**config.mk**
```make
export PLATFORM = sky130hd
export DESIGN_NAME = exe_unit_mc
export DESIGN_NICKNAME = d
export VERILOG_FILES = /design/src/rtl/exe_unit_mc.sv
export SDC_FILE = /design/constraint.sdc
export NUM_CORES = 1
export LEC_CHECK = 0
export BUFFER_PORTS_ARGS = -buffer_cell sky130_fd_sc_hd__buf_2
export CORE_ASPECT_RATIO = 1.1
export CORE_MARGIN = 2
export CORE_UTILIZATION = 30
export CTS_CLUSTER_SIZE = 12
export DETAILED_ROUTE_END_ITERATION = 12
export PLACE_DENSITY_LB_ADDON = 0.15
export SETUP_SLACK_MARGIN = 0.4
export SYNTH_ARGS = -nofsm -noshare
export SYNTH_HDL_FRONTEND = slang
export SYNTH_SLANG_ARGS = --single-unit
```
**constraint.sdc**
```tcl
create_clock -name clk -period 7.46 [get_ports clk]
set_input_delay 0.746 -clock clk [delete_from_list [all_inputs] [get_ports clk]]
set_output_delay 0.746 -clock clk [all_outputs]
set_load 0.02 [all_outputs]
```
**src/rtl/exe_unit_mc.sv**
```systemverilog
// Multi-cycle execute unit: single-cycle ALU ops plus an iterative shift-add MUL/MLA.
// Latency: ALU ops 1 cycle, MUL/MLA DATA_W+1 cycles; one ALU op per cycle when the output drains.
// Backpressure: results hold until out_ready; in_ready drops while busy, stalled or flushing.
module exe_unit_mc #(
    parameter int DATA_W = 32,
    parameter int ADDR_W = 32,
    parameter int IMM_W  = 24
) (
    input  logic              clk,
    input  logic              rst,
    input  logic              in_valid,
    output logic              in_ready,
    input  logic [3:0]        exec_cmd,
    input  logic              s_bit,
    input  logic [DATA_W-1:0] val_1,
    input  logic [DATA_W-1:0] val_2,
    input  logic [DATA_W-1:0] val_acc,
    input  logic [ADDR_W-1:0] pc_in,
    input  logic [IMM_W-1:0]  signed_imm,
    input  logic [3:0]        status_in,
    input  logic              flush,
    input  logic              out_ready,
    output logic              out_valid,
    output logic [DATA_W-1:0] alu_res,
    output logic [3:0]        status_out,
    output logic              status_we,
    output logic [ADDR_W-1:0] branch_addr,
    output logic              busy
);

    localparam int CNT_W = $clog2(DATA_W);
    localparam int MSB   = DATA_W - 1;

    localparam logic [3:0] OP_MOV = 4'b0001;
    localparam logic [3:0] OP_ADD = 4'b0010;
    localparam logic [3:0] OP_ADC = 4'b0011;
    localparam logic [3:0] OP_SUB = 4'b0100;
    localparam logic [3:0] OP_SBC = 4'b0101;
    localparam logic [3:0] OP_AND = 4'b0110;
    localparam logic [3:0] OP_ORR = 4'b0111;
    localparam logic [3:0] OP_EOR = 4'b1000;
    localparam logic [3:0] OP_MVN = 4'b1001;
    localparam logic [3:0] OP_MUL = 4'b1010;
    localparam logic [3:0] OP_MLA = 4'b1011;

    typedef enum logic {IDLE = 1'b0, MUL = 1'b1} state_t;

    state_t             state, state_nxt;
    logic               accept, mul_done, is_mul, is_nop;
    logic               c_new, v_new, s_q;
    logic [1:0]         cv_q;
    logic [CNT_W-1:0]   cnt;
    logic [DATA_W:0]    sum;
    logic [DATA_W-1:0]  res, mcand, mplier, acc, mul_add;
    logic [3:0]         alu_flags, mul_flags;
    logic [ADDR_W-1:0]  branch_nxt;

    assign in_ready  = rst && (state == IDLE) && (!out_valid || out_ready) && !flush;
    assign accept    = in_valid && in_ready;
    assign busy      = (state == MUL);
    assign status_we = out_valid && s_q;

    assign branch_nxt = pc_in + {{(ADDR_W-IMM_W){signed_imm[IMM_W-1]}}, signed_imm};

    // Flags are {Z,C,N,V}; NOP leaves the sampled flags untouched.
    always_comb begin
        sum    = '0;
        res    = '0;
        c_new  = status_in[2];
        v_new  = status_in[0];
        is_mul = 1'b0;
        is_nop = 1'b0;
        case (exec_cmd)
            OP_MOV: res = val_2;
            OP_MVN: res = ~val_2;
            OP_ADD, OP_ADC: begin
                sum   = {1'b0, val_1} + {1'b0, val_2}
                      + {{DATA_W{1'b0}}, (exec_cmd == OP_ADC) & status_in[2]};
                res   = sum[MSB:0];
                c_new = sum[DATA_W];
                v_new = (val_1[MSB] == val_2[MSB]) && (res[MSB] != val_1[MSB]);
            end
            OP_SUB, OP_SBC: begin
                // a + ~b + cin: cin=1 for SUB, cin=C for SBC; carry out is NOT borrow.
                sum   = {1'b0, val_1} + {1'b0, ~val_2}
                      + {{DATA_W{1'b0}}, (exec_cmd == OP_SUB) | status_in[2]};
                res   = sum[MSB:0];
                c_new = sum[DATA_W];
                v_new = (val_1[MSB] != val_2[MSB]) && (res[MSB] != val_1[MSB]);
            end
            OP_AND: res = val_1 & val_2;
            OP_ORR: res = val_1 | val_2;
            OP_EOR: res = val_1 ^ val_2;
            OP_MUL, OP_MLA: is_mul = 1'b1;
            default: is_nop = 1'b1;
        endcase
        alu_flags = is_nop ? status_in : {res == '0, c_new, res[MSB], v_new};
    end

    assign mul_add   = mplier[0] ? (acc + mcand) : acc;
    assign mul_flags = {mul_add == '0, cv_q[1], mul_add[MSB], cv_q[0]};

    always_ff @(posedge clk) begin
        if (!rst) state <= IDLE;
        else      state <= state_nxt;
    end

    always_comb begin
        state_nxt = state;
        mul_done  = 1'b0;
        if (state == IDLE) begin
            if (accept && is_mul) state_nxt = MUL;
        end else if (cnt == CNT_W'(DATA_W - 1)) begin
            mul_done  = 1'b1;
            state_nxt = IDLE;
        end
        if (flush) begin
            state_nxt = IDLE;
            mul_done  = 1'b0;
        end
    end

    always_ff @(posedge clk) begin
        if (!rst) begin
            out_valid   <= 1'b0;
            alu_res     <= '0;
            status_out  <= '0;
            branch_addr <= '0;
            s_q         <= 1'b0;
            cv_q        <= '0;
            cnt         <= '0;
            mcand       <= '0;
            mplier      <= '0;
            acc         <= '0;
        end else if (flush) begin
            out_valid <= 1'b0;
            cnt       <= '0;
        end else begin
            if (out_valid && out_ready) out_valid <= 1'b0;
            if (accept) begin
                s_q         <= s_bit;
                cv_q        <= {status_in[2], status_in[0]};
                branch_addr <= branch_nxt;
                if (is_mul) begin
                    mcand  <= val_1;
                    mplier <= val_2;
                    acc    <= (exec_cmd == OP_MLA) ? val_acc : '0;
                    cnt    <= '0;
                end else begin
                    out_valid  <= 1'b1;
                    alu_res    <= res;
                    status_out <= alu_flags;
                end
            end
            // One shift-add step per cycle; the final step lands straight in the output.
            if (state == MUL) begin
                acc    <= mul_add;
                mcand  <= mcand << 1;
                mplier <= mplier >> 1;
                cnt    <= cnt + 1'b1;
                if (mul_done) begin
                    out_valid  <= 1'b1;
                    alu_res    <= mul_add;
                    status_out <= mul_flags;
                end
            end
        end
    end

endmodule

```
* After elaboration in Yosys (flattened, before gate mapping) *
Cells that the tools add are included.

word-level totals
  register bits after elaboration = 174
  bits of input ports = 166
  logic and storage cells = 105

cells by class
  multiplexer cells = 38
  reductions and logical operators = 24
  equal/unequal tests = 16
  add/sub/neg operators = 7
  bitwise operators = 9

operators with widths
  operator                                        number
  2-to-1 mux 32 bit                               15
  case mux 32 bit (7 select lines)                1
  adder 32 x 32 -> 33 bit                         2
  adder 33 x 1 -> 33 bit                          2
  adder 32 bit                                    2
  logical NOT 32 bit                              2
  bitwise AND 32 bit                              1
  inverter 32 bit                                 1
  bitwise OR 32 bit                               1
  bitwise XOR 32 bit                              1
  2-to-1 mux 4 bit                                5
  == test 4 x 3 -> 1 bit (second input constant)  4
  == test 4 bit (second input constant)           4
  2-to-1 mux 5 bit                                3
  2-to-1 mux 1 bit                                12
  OR reduction 11 bit                             1
  logical AND 1 bit                               9
  == test 4 x 2 -> 1 bit (second input constant)  2
  OR reduction 2 bit                              4
  adder 5 x 1 -> 5 bit (second input constant)    1
  == test 5 bit (second input constant)           1
  == test 4 x 1 -> 1 bit (second input constant)  1
  case mux 1 bit (2 select lines)                 2
  AND reduction 2 bit                             2
  9 further kinds                                 15

* Longest topological paths before layout *
Gate-level depths: netlist (run 1).

  depth in word-level cells = 11
  gate-level depth with buffers = 21
  gate-level depth less buffers = 17

* Worst setup path after synthesis (run 1) *
OpenSTA, ideal clock, no wires.

  kind = input to register
  start point = in exec_cmd[3]
  end point = reg status_out[3]
  path buffers = 4
  path slack = 2082 ps
  stages on the path = 21
  data arrival time = 5282 ps
  setup time = 96 ps
  required time = 7364 ps
  path through = buf_2 -> buf_2 -> nor3b_1 -> clkbuf_1 -> buf_1 -> a21o_1 -> fa_1 -> inv_1 -> fa_1 -> nor2_1 -> o221ai_1 -> a21oi_2 -> a221oi_2 -> o31ai_1 -> a21boi_1 -> mux2_2 -> a221oi_1 -> nand3_1 -> nor4_1 -> a31oi_1 -> o41ai_2

on the way
  longest elaborated chain between the ends = 10
  elaborated cells between the ends (all ways) = 27
  those cells by class = add/sub: 2; eq/ne: 11; mux: 7; bitwise: 2; reduce/logical: 5

ends and longest elaborated chain
  element                                                                  line        RTL
  from (decl)                                                              13          input logic [3:0] exec_cmd,
  == test 4 x 3 -> 1 bit / == test 4 x 2 -> 1 bit (equally long branches)  73, 86, 78
  bitwise OR 1 bit / bitwise AND 1 bit (equally long branches)             86, 78
  adder 33 x 1 -> 33 bit, on equally long branches                         86, 78
  case mux 32 bit (7 select lines)                                         73          case (exec_cmd)
  logical NOT 32 bit                                                       97          alu_flags = is_nop ? status_in : {res == '0, c_new, res[MSB], v_new};
  2-to-1 mux 4 bit                                                         97
  2-to-1 mux 4 bit (*)                                                     144         if (is_mul) begin
  2-to-1 mux 4 bit (*)                                                     140         if (accept) begin
  2-to-1 mux 4 bit                                                         161         if (mul_done) begin
  2-to-1 mux 4 bit (*)                                                     156         if (state == MUL) begin
  to (signal assigned)                                                     152         status_out <= alu_flags;
  to (signal assigned)                                                     164         status_out <= mul_flags;
  to (decl)                                                                25          output logic [3:0] status_out,

Every way passes the cells marked *; elsewhere a longest branch is shown, timed or not.
A chain may end at the register's enable or synchronous reset.

* Worst setup path after layout (run 1) *
Same ends and word-level chain as after synthesis.

==> impl_summary.md, run 1 <==
Run status
The flow ran to the end, and the final reports show no timing, DRC or antenna violations.

Global route
The pin count of the biggest net entering global routing is 119. The aggregate global-route resource usage is 23.5%. The via count of the first global-routing pass was 17,700. The first global-routing pass estimated 108,000 um of wire. The initial antenna violation count is 3. The final global-route overflow total is 0.

Timing
For the pin with the worst max-slew slack, the measured transition is 951 ps. Across all hold checks on the routed design, the worst slack comes to 455 ps. Adding up every negative setup slack in the final design gives 0 ps.

The final number of max-transition violations was 0. Setup violations remaining at the end of the flow were counted as 0. The highest attainable clock frequency is 183 MHz. The worst slew margin relative to its limit is 36.6%. The clock arrives with 18.3 ps of skew. Setup repair after global routing left no endpoint under its margin.

The smallest clock period supported by the final layout is computed as 5470 ps. The final worst-path setup slack is 1990 ps. After layout, the worst path uses 73.3% of the clock period. The final hold violation count is 0.

Yosys
The dominant synthesized flop cell is sky130_fd_sc_hd__dfxtp_1. By area the synthesized netlist is led by sky130_fd_sc_hd__dfxtp_1, sky130_fd_sc_hd__ha_1, sky130_fd_sc_hd__nand2_1. The flop and latch count out of synthesis is 174.

The library cell with the largest summed area after synthesis is sky130_fd_sc_hd__dfxtp_1. The post-synthesis net count is 2,631. Yosys mapped a number of flops with a built-in enable equal to 0. The total of warnings raised by yosys is 0.

The netlist uses 97 different library cells. In this run the cell area of the synthesized design comes to 17,300 sq um. The top cell type by area accounts for 20.2% of the synthesized area. The post-synthesis instance total is 2,300.

The mean cell area of the mapped netlist is 7.51 sq um. Sequential elements use 20.2% of the synthesized area. The async set-reset flop share out of synthesis is 0%.

Clock tree
The tree built by TritonCTS fans out to 174 sinks. The clock input transition at the sequential cells of the worst setup and hold paths is 90 ps. The H-tree depth is 4. The clock tree from TritonCTS is yes. Clock tree synthesis selected as its root buffer the cell sky130_fd_sc_hd__clkbuf_16.

The number of gates given a new drive strength after cts is 0. The later pin in the worst-skew pair is clocked with a latency of 510 ps. TritonCTS created 17 clock buffers. The number of buffers on the longest clock path is 2.

Once the clock tree was built, the setup fixing pass inserted 0 buffers. The number of hold-repair buffers added at the cts stage is 0.

Power and ir drop
Summed over all nets, the switching power comes to 1.05 mW. In this run switching power makes up 38.2% of total power. The share of power burned in combinational logic is 31.1%.

The part of the total power dissipated in the clock network is 33.9%. Cell internal power was estimated by the tool at 1.70 mW. Of the total power, registers draw 35.0%.

Total power for the finished layout comes to 2.76 mW. The leakage power figure is 9.05 nW. The maximum vdd ir drop is 0.163 mV. The total power density per cell area is 141 nW/um^2.

Routing
The total via count in the routed design is 18,100. Before antenna repair, the detailed router went through 6 iterations. Dividing the detail-routed wire length by the instance count gives 22.3 um.

The detailed router finished its first iteration with 1,371 violations. The mean number of vias per cell is 5.69. Once detail routing completed, the nets flagged for antenna violations numbered 0.

After detailed routing, the total wire length is 71,000 um. The count of unresolved DRC violations after routing is 0.

Layout
The final-stage net count is 2,753. The area growth from synthesis to layout is 13.4%. The library cells used most frequently in the layout, excluding fill and tap cells, are sky130_fd_sc_hd__nand2_1, sky130_fd_sc_hd__buf_2, sky130_fd_sc_hd__dfxtp_1, sky130_fd_sc_hd__o21ai_0, sky130_fd_sc_hd__nor2_1. The repair_antennas step left the layout with diodes totalling 0. The cell area after layout is 19,600 sq um. The number of fill cells is 6,135. The most common library cell in the layout ignoring fill and taps is sky130_fd_sc_hd__nand2_1. The fraction of final layout cells sized beyond drive strength 1 is 15.0%.

Critical path
The launching element type of the critical path is an input pin. Data arrives at the worst endpoint at 5870 ps. The data required time of the worst path is 7870 ps. The endpoint type of the worst setup path is a flip-flop. The top fanout value on the critical path is 36. The category of the critical setup timing path is input pin to flip-flop.

Placed design
The setup slack after placement is 1570 ps. Port buffering added 237 buffers. Detailed placement finished with a half-perimeter wire length of 54,400 um. The congestion estimate from routability-driven global placement came to 0.927. Summing all placed instances gives a cell area of 19,000 sq um.

Die
238 I/O pins were placed. The die covers 59,500 sq um. Measured along the x axis, the die boundary spans 233 um. The vertical die dimension is 256 um.

For this configuration, the core starts out at a cell density of 30.3%. The floorplan has 92 rows. The area of the core region is 57,100 sq um.

Min path
The type of the worst min-delay path is flip-flop to flip-flop.

Flow run
Across the run, the number of max-cap violations was 0.
-- stage by stage --
| stage | std cells | utilization (%) |
|---|---|---|
| after global routing | 3187 | 34.3 |
| after floorplan | 2300 | - |
| after global placement | 3155 | 33.3 |
| after CTS | 3187 | 34.3 |
| after detailed placement | 3155 | 33.3 |
| final | 3187 | 34.3 |
-- power by group through the flow --
| stage | registers, mW | clock network [mW] | logic, mW |
|---|---|---|---|
| floorplan | 1.00 | 0 | 0.555 |
| global placement | 0.987 | 0 | 0.844 |
| detailed placement | 0.987 | 0 | 0.847 |
| CTS | 0.965 | 0.968 | 0.851 |
| global route | 0.967 | 1.00 | 0.940 |
| finish | 0.965 | 0.935 | 0.859 |
-- sequential cells by signal (all words and copies together), names as in the netlist, 2 cells and up --
register	flops
acc	32
alu_res	32
branch_addr	32
mcand	32
mplier	32
cnt	5
status_out	4
cv_q	2
-- worst max-delay path, cell delays in order --
cell and delay, ps:
sky130_fd_sc_hd__buf_2 520, sky130_fd_sc_hd__nor3b_2 90, sky130_fd_sc_hd__buf_4 310, sky130_fd_sc_hd__a21o_1 250
sky130_fd_sc_hd__fa_1 380, sky130_fd_sc_hd__inv_1 90, sky130_fd_sc_hd__fa_1 240, sky130_fd_sc_hd__nor2_1 70
sky130_fd_sc_hd__o221ai_1 370, sky130_fd_sc_hd__a21oi_2 170, sky130_fd_sc_hd__a221oi_2 620, sky130_fd_sc_hd__o31ai_1 260
sky130_fd_sc_hd__a21boi_1 200, sky130_fd_sc_hd__mux2_2 350, sky130_fd_sc_hd__a221oi_1 440, sky130_fd_sc_hd__nand3_1 150
sky130_fd_sc_hd__nor4_1 340, sky130_fd_sc_hd__a31oi_1 170, sky130_fd_sc_hd__o41ai_2 80
-- cells by family (layout without fill, tap and decap cells) --
kind of cell             Yosys count  after routing  share of synthesized area, %
AO/OA/AOI/OAI                    868            868                          35.9
AND/OR/NAND/NOR                  688            688                          19.0
buffers and inverters            287            422                          6.45
flip-flops                       174            174                          20.2
adder cells (fa/ha/maj)          165            165                          12.2
XOR/XNOR                          87             87                          4.41
multiplexers                      31             31                          1.88
-- Yosys cell counts, types with 30 or more instances --
library cell               instances
sky130_fd_sc_hd__nor3_1           37
sky130_fd_sc_hd__dfxtp_1         174
sky130_fd_sc_hd__xnor2_1          39
sky130_fd_sc_hd__nor3b_1          30
sky130_fd_sc_hd__a221oi_1         31
sky130_fd_sc_hd__nand2_1         248
sky130_fd_sc_hd__o211a_1          70
sky130_fd_sc_hd__inv_1           121
sky130_fd_sc_hd__o21ai_0         160
sky130_fd_sc_hd__a21o_1           40
sky130_fd_sc_hd__nand3_1          43
sky130_fd_sc_hd__ha_1            159
sky130_fd_sc_hd__a21oi_1         156
sky130_fd_sc_hd__o211ai_1         90
sky130_fd_sc_hd__xor2_1           48
sky130_fd_sc_hd__clkbuf_1        129
sky130_fd_sc_hd__nor2_1          161
-- layout make-up --
type / instances / area (sq um) / area share, %
tap: 752 / 941 / 4.80
clock buffer: 18 / 429 / 2.19
clock inverter: 14 / 153 / 0.779
sequential: 174 / 3490 / 17.8
inverter: 125 / 469 / 2.39
multi-input combinational: 1839 / 12700 / 64.8
timing repair buffer: 265 / 1410 / 7.20
-- worst paths after layout --
kind              cells after the start  slack (ps)             to        start
hold reg to reg                       2         450    alu_res[11]  alu_res[11]
hold / removal                        2         450    alu_res[11]  alu_res[11]
setup reg to reg                     14        3020  status_out[3]     mcand[0]
setup / recovery                     19        1990  status_out[3]  exec_cmd[3]
-- metal layers --
metal | routed length, um | vias up | track usage (%)
met4 | 1850 | 2 | 6.94
met3 | 4980 | 85 | 5.46
met2 | 31900 | 575 | 37.3
met5 | 13 | - | 0
met1 | 32300 | 8708 | 31.5
li1 | - | 8756 | -
Note: power is estimated with default switching activity, not from simulation.
==> inputs of run 2 (changes only) <==
--- a/config.mk
+++ b/config.mk
@@ -5,6 +5,7 @@
 export SDC_FILE = /design/constraint.sdc
 export NUM_CORES = 1
 export LEC_CHECK = 0
+export ABC_AREA = 1
 export BUFFER_PORTS_ARGS = -buffer_cell sky130_fd_sc_hd__buf_2
 export CORE_ASPECT_RATIO = 1.1
 export CORE_MARGIN = 2
==> constraint.sdc (replaced) <==
create_clock -name clk -period 5.3 [get_ports clk]
set_input_delay 0.53 -clock clk [delete_from_list [all_inputs] [get_ports clk]]
set_output_delay 0.53 -clock clk [all_outputs]
set_load 0.02 [all_outputs]
==> impl_summary.md, run 2 <==
Timing
The worst path needs 3380 ps of the cycle, external delays included. The final worst-path setup slack is 1920 ps (-77.6 ps). The number of endpoints failing setup at the final stage was 0 (unchanged). The final number of max-transition violations is 0 (unchanged).

The worst slew margin relative to its limit is 34.3% (-2.3 points). The setup TNS came to 0 ps (unchanged). The highest attainable clock frequency is 296 MHz. The slew at the pin closest to its max-slew limit is 985 ps (+34.6 ps). The final hold violation count is 0 (unchanged). The part of the cycle the worst path needs is 63.8%. Setup repair after global routing left no endpoint under its margin. The clock skew after layout is 17.2 ps (-1.13 ps).

Run status
The run finished with clean final reports.

Global route
The aggregate global-route resource usage is 25.4% (+1.9 points). The pin count of the biggest net entering global routing came to 92 (-23%). The via count of the first global-routing pass came to 20,800 (+18%). The initial antenna violation count is 5 (+2). The wire length of the first global-routing pass is 125,000 um (+17%). The final global-route overflow total is 0 (unchanged).

Layout
The final-stage net count is 3,733 (+36%). From synthesis to final layout, the design area changed by 12.5%. The cell area after layout is 21,100 sq um (+7.6%). The area of the multi-input gates is 12,800 sq um (+0.94%). The library cells used most frequently in the layout, excluding fill and tap cells, are sky130_fd_sc_hd__nand2_1, sky130_fd_sc_hd__inv_1, sky130_fd_sc_hd__nor2_1, sky130_fd_sc_hd__buf_2. The number of fill cells was 7,149 (+17%). The most common library cell in the layout ignoring fill and taps is sky130_fd_sc_hd__nand2_1. The area taken by flip-flops and latches is 3490 sq um (unchanged). The fraction of final layout cells sized beyond drive strength 1 came to 10.9% (-4.2 points).

Yosys
The library cell with the largest summed area after synthesis is sky130_fd_sc_hd__nand2_1. The post-synth design cell area came to 18,800 sq um (+8.5%). The async set-reset flop share out of synthesis is 0% (unchanged). The post-synthesis instance total was 3,253 (+41%). The dominant synthesized flop cell is sky130_fd_sc_hd__dfxtp_1.

The post-synthesis net count came to 3,584 (+36%). The number of synthesized flops with an enable pin is 0 (unchanged). The mean cell area of the mapped netlist was 5.76 sq um (-23%). By area the synthesized netlist is led by sky130_fd_sc_hd__nand2_1, sky130_fd_sc_hd__dfxtp_1, sky130_fd_sc_hd__ha_1. The most used standard cell by instance count after synthesis is sky130_fd_sc_hd__nand2_1. The count of different cell masters after synthesis came to 50 (-48%). The portion of synthesized cell area occupied by the leading cell type came to 19.3% (-0.90 points). The commonest cells after synthesis are sky130_fd_sc_hd__nand2_1, sky130_fd_sc_hd__inv_1, sky130_fd_sc_hd__nor2_1. The proportion of synthesized chip area in sequential cells is 18.6% (-1.6 points). The total of warnings raised by yosys is 0 (unchanged).

The flop and latch count out of synthesis was 174 (unchanged).

Die
The vertical die dimension is 266 um (+4.1%). The area of the core region is 62,100 sq um (+8.8%). The floorplan die area is 64,500 sq um (+8.4%). The starting utilization of the core area is 30.2% (-0.065 points). The width of the chip came to 242 um (+4.1%). The number of rows in the core area is 96 (+4.3%). The number of placed I/O pins is 238 (unchanged).

Clock tree
The number of buffers inserted during clock tree synthesis is 17 (unchanged). The clock tree from TritonCTS is yes. The tree is rooted in a sky130_fd_sc_hd__clkbuf_16. The clock input transition at the sequential cells of the worst setup and hold paths is 90 ps (about the same).

The number of hold-repair buffers added at the cts stage is 0 (unchanged). The clock latency on the worst-skew pair was 500 ps (about the same). The post-CTS setup buffer count came to 0 (unchanged). The H-tree depth is 4 (unchanged). The number of buffers on the longest clock path came to 2 (unchanged). The number of gates given a new drive strength after cts is 0 (unchanged). The clock sink count came to 174 (unchanged).

Critical path
The slowest stage of the critical path is the sky130_fd_sc_hd__fa_1 cell. The top fanout value on the critical path is 4 (-89%). The arrival time of data at the critical path endpoint is 3810 ps (-2060 ps). On the critical path the largest part of the delay comes from simple AND/OR/NAND/NOR gates.

The critical path is of the flip-flop to flip-flop type. The data required time of the worst path was 5730 ps (-2140 ps). The combined buffer and inverter count along the critical path is 1 (-2). Traced cell by cell, the critical path runs through ha_1 > fa_1 > nand3_1 > nand2_1 > nand2_1 > nand2_1 > nand2_1 > nand2_1 > nand3_1 > nand2_1 > nand2_1 > nand3_1 > o21ai_0 > nand4_1 > nor2_1 > nand3_1 > nand2_1 > inv_1 > a21oi_2.

STA classifies the critical path startpoint as a flip-flop. The cell that appears most often on the critical path is sky130_fd_sc_hd__nand2_1. The delay of the slowest cell on the worst path is 500 ps (-120 ps). STA classifies the critical path endpoint as a flip-flop.

Routing
The total via count in the routed design is 21,800 (+20%). The first-pass iteration count of the detailed router came to 5 (-1). The mean number of vias per cell is 5.12 (-10%). The total length of routed wires was 83,500 um (+18%). The final routed wire length divided by cell count is 19.6 um (-12%). The count of unresolved DRC violations after routing was 0 (unchanged). The DRC violation total after the first TritonRoute iteration is 1,529 (+12%).

The final antenna-violating net count is 0 (unchanged).

Placed design
The cell area after placement came to 20,500 sq um (+7.8%). The routability congestion estimate from global placement is 0.988 (+6.5%). The final HPWL from detailed placement came to 66,900 um (+23%). The setup slack after placement is 1520 ps (-52.8 ps). The count of port buffers added during placement came to 237 (unchanged).

Min path
The type of the worst min-delay path is input pin to flip-flop.

Power and ir drop
The leakage power figure came to 10.9 nW (+20%). The maximum vdd ir drop is 0.261 mV (+60%). The total power density per cell area was 188 nW/um^2 (+34%).

Flow run
The max-cap violation count came to 0 (unchanged).
-- run 2: stage by stage --
stage               power [mW]  std cells  hold WS [ps]  utilization, %
floorplan                 2.19       3253           440               -
global placement          2.63       4216           458            33.0
detailed placement        2.62       4216           463            33.0
CTS                       3.99       4248           289            34.0
global route              4.18       4248           310            34.0
finish                    3.97       4250           321            34.0
-- run 2: worst min-delay path, stage by stage --
cell	delay, ps
sky130_fd_sc_hd__buf_2	80
sky130_fd_sc_hd__a21oi_1	50
sky130_fd_sc_hd__a21oi_1	110
-- run 2: path summary, 6_finish.rpt --
path	start	endpoint	slack, ps	depth (start not counted)
worst max-delay path	mcand[0]	status_out[3]	1920	19
worst min-delay path	val_acc[9]	acc[9]	320	3
worst max register to register	mcand[0]	status_out[3]	1920	19
worst min register to register	cnt[3]	cnt[3]	470	2
-- run 2: cell type report --
class	count	share of cell area (%)
Antenna cell	2	0.0237
Clock buffer	19	2.15
Clock inverter	13	0.670
Inverter	469	8.35
Multi-Input combinational cell	2478	60.8
Sequential cell	174	16.5
Tap cell	833	4.94
Timing Repair Buffer	262	6.51
-- run 2: cells by family after synthesis --
logic type,count (synthesis),synth area share [%]
and+or+nand+nor,1615,35.8
xor gates and xnor gates,33,1.54
adders and majority gates,165,11.3
AOI/OAI and AO/OA,665,19.8
buffers and inverters,601,13.1
DFF,174,18.6
-- run 2: routing by layer --
metal	vias up	wire (um)	GRT usage, %
li1	10900	-	-
met1	10000	35900	32.0
met2	747	38600	42.8
met3	114	5510	4.53
met4	6	3450	10.7
met5	-	35	0
-- run 2: power by group --
| part | switching (mW) | internal (mW) |
|---|---|---|
| Sequential | 0.0224 | 1.33 |
| Clock | 0.700 | 0.654 |
| Combinational | 0.875 | 0.383 |
==> inputs of run 3 (changes only) <==
==> constraint.sdc (replaced) <==
create_clock -name clk -period 2.9 [get_ports clk]
set_input_delay 0.29 -clock clk [delete_from_list [all_inputs] [get_ports clk]]
set_output_delay 0.29 -clock clk [all_outputs]
set_load 0.02 [all_outputs]
==> impl_summary.md, run 3 (synthesized netlist as in run 2, its figures left out) <==
Critical path
The data required time of the worst path was 3320 ps (-2410 ps). The worst setup path is launched from a flip-flop. The top fanout value on the critical path is 4 (unchanged). The arrival time of data at the critical path endpoint is 3060 ps (-750 ps). By startpoint and endpoint, the worst setup path is classified as flip-flop to flip-flop. STA classifies the critical path endpoint as a flip-flop.

Timing
The highest attainable clock frequency is 379 MHz (+28%). The clock skew after layout came to 22.9 ps (+5.70 ps). The worst slew margin relative to its limit is 31.8% (-2.5 points). The final critical-path required period was 2640 ps (-748 ps). The final worst-path setup slack is 264 ps (-1650 ps). The final number of max-transition violations is 0 (unchanged). The number of endpoints failing setup at the final stage is 0 (unchanged).

The slew at the pin closest to its max-slew limit is 1020 ps (+38.2 ps). The final worst hold slack came to 40.3 ps (-281 ps). The final hold violation count is 0 (unchanged). The part of the cycle the worst path needs is 90.9% (+27 points). Setup repair after global routing could not meet its margin everywhere.

Power and ir drop
The switching part of the total came to 39.1% (-1.2 points). The maximum vdd ir drop is 0.557 mV (+110%). The register share of total power is 31.1% (-3.1 points). The share of power burned in combinational logic was 37.4% (+5.7 points).

The total power density per cell area is 310 nW/um^2 (+65%). The part of the total power dissipated in the clock network is 31.5% (-2.6 points). The internal power of the cells is 4.85 mW (+100%).

The power dissipated by switching net loads is 3.11 mW (+94%). The leakage power figure was 13.2 nW (+21%).

Die
The vertical die dimension is 266 um (unchanged). The number of rows in the core area was 96 (unchanged). The area of the core region is 62,100 sq um (unchanged). The width of the chip is 242 um (unchanged). The starting utilization of the core area is 30.2% (unchanged). The floorplan die area is 64,500 sq um (unchanged). The number of placed I/O pins is 238 (unchanged).

Clock tree
The clock input transition at the sequential cells of the worst setup and hold paths is 80 ps (about the same). The number of hold-repair buffers added at the cts stage is 0 (unchanged). The clock sink count was 174 (unchanged). The H-tree depth is 4 (unchanged). The number of buffers inserted during clock tree synthesis came to 17 (unchanged). The clock latency on the worst-skew pair is 500 ps (about the same). The cell at the root of the clock tree is sky130_fd_sc_hd__clkbuf_16. TritonCTS built the clock tree.

The number of buffers on the longest clock path came to 2 (unchanged).

Layout
The top cell types in the final layout, fill and taps aside, are sky130_fd_sc_hd__nand2_1, sky130_fd_sc_hd__inv_1, sky130_fd_sc_hd__buf_4, sky130_fd_sc_hd__nor2_1, sky130_fd_sc_hd__buf_2. The area of the multi-input gates was 14,000 sq um (+9.1%). The area taken by flip-flops and latches is 3540 sq um (+1.7%). Relative to the synthesized area, the layout overhead comes to 37.0%. The number of fill cells is 6,958 (-2.7%). The fraction of final layout cells sized beyond drive strength 1 is 27.6% (+17 points). The final-stage net count is 4,155 (+11%). Leaving out fill and tap cells, the most frequent cell in the layout is sky130_fd_sc_hd__nand2_1.

The number of non-filler instances in the completed layout is 4,672 (+9.9%). The cell area after layout came to 25,700 sq um (+22%).

Routing
The total length of routed wires is 88,300 um (+5.8%). The first-pass iteration count of the detailed router is 7 (+2). The final antenna-violating net count came to 0 (unchanged). The final routed wire length divided by cell count came to 18.9 um (-3.8%). The DRC violation total after the first TritonRoute iteration came to 1,557 (+1.8%). The total via count in the routed design was 23,200 (+6.5%). The mean number of vias per cell came to 4.96 (-3.1%).

The count of unresolved DRC violations after routing is 0 (unchanged).

Placed design
The cell area after placement is 23,700 sq um (+16%). The number of placed instances with taps included was 4,622 (+9.6%). The setup slack after placement is -237 ps (-1750 ps). The final HPWL from detailed placement is 71,100 um (+6.3%). The count of port buffers added during placement is 237 (unchanged).

The routability congestion estimate from global placement was 0.964 (-2.3%).

Flow run
The max-cap violation count is 0 (unchanged).

Global route
The aggregate global-route resource usage is 26.9% (+1.4 points). The via count of the first global-routing pass is 22,400 (+7.5%). The wire length of the first global-routing pass came to 132,000 um (+5.2%).

The initial antenna violation count is 6 (+1). The pin count of the biggest net entering global routing is 142 (+54%). The final global-route overflow total came to 0 (unchanged).

Min path
The type of the worst min-delay path is input pin to flip-flop.

Run status
The run finished with clean final reports.
## run 3: power by group through the flow
| stage | clock (mW) | combinational (mW) | sequential (mW) |
|---|---|---|---|
| after floorplan | 0 | 1.44 | 2.56 |
| after global placement | 0 | 2.87 | 2.53 |
| after detailed placement | 0 | 2.85 | 2.53 |
| after CTS | 2.58 | 2.88 | 2.47 |
| after global routing | 2.66 | 3.25 | 2.47 |
| final | 2.51 | 2.98 | 2.47 |
## run 3: area by class of cell
class / count / share of cell area (%)
multi-input combinational: 2478 / 54.5
timing repair buffer: 683 / 18.3
sequential: 174 / 13.8
inverter: 469 / 6.91
tap: 833 / 4.06
clock buffer: 17 / 1.66
clock inverter: 14 / 0.663
timing repair inverter: 1 / 0.0292
antenna: 3 / 0.0292
## run 3: stage by stage
| stage | utilization (%) | TNS, ps | power [mW] |
|---|---|---|---|
| 2_1_floorplan | - | 0 | 4.01 |
| 5_1_grt | 41.3 | 0 | 8.38 |
| 3_5_place_dp | 38.2 | -1110 | 5.38 |
| 3_3_place_gp | 38.2 | -793 | 5.39 |
| 6_report | 41.4 | 0 | 7.95 |
| 4_1_cts | 39.8 | 0 | 7.93 |
## run 3: worst max-delay path, stage by stage, from the launching register on
cell	delay [ps]
sky130_fd_sc_hd__dfxtp_4	360
sky130_fd_sc_hd__ha_4	160
sky130_fd_sc_hd__fa_2	380
sky130_fd_sc_hd__nand3_4	110
sky130_fd_sc_hd__nand2_4	80
sky130_fd_sc_hd__buf_4	140
sky130_fd_sc_hd__nand4_1	150
sky130_fd_sc_hd__nand3_1	90
sky130_fd_sc_hd__nand2_1	90
sky130_fd_sc_hd__nand3_2	100
sky130_fd_sc_hd__nand2_4	120
sky130_fd_sc_hd__nand3_4	80
sky130_fd_sc_hd__nor2_4	110
sky130_fd_sc_hd__nand4_1	100
sky130_fd_sc_hd__nor2_2	140
sky130_fd_sc_hd__nand3_4	110
sky130_fd_sc_hd__nand2_2	70
sky130_fd_sc_hd__inv_1	40
sky130_fd_sc_hd__a21oi_2	120
## run 3: path summary, 6_finish.rpt
kind | from | end | slack (ps) | depth (start not counted)
worst max-delay path | acc[0] | status_out[3] | 260 | 18
worst min-delay path | s_bit | s_q | 40 | 3
worst max register to register | acc[0] | status_out[3] | 260 | 18
worst min register to register | cnt[3] | cnt[3] | 470 | 2
## run 3: per-layer routing
layer | track usage, % | wire length, um | vias to the layer above
met1 | 33.7 | 38400 | 10600
met4 | 9.66 | 3060 | 6
li1 | - | - | 11700
met2 | 46.3 | 41600 | 697
met3 | 4.49 | 5180 | 116
met5 | 0 | 34 | -
## run 3: what timing repair did
item,4_1_cts,5_1_grt
buffers inserted,3,12
setup endpoints to repair,21,43
resized for setup,91,247
gates cloned,0,1
pin swaps,19,83
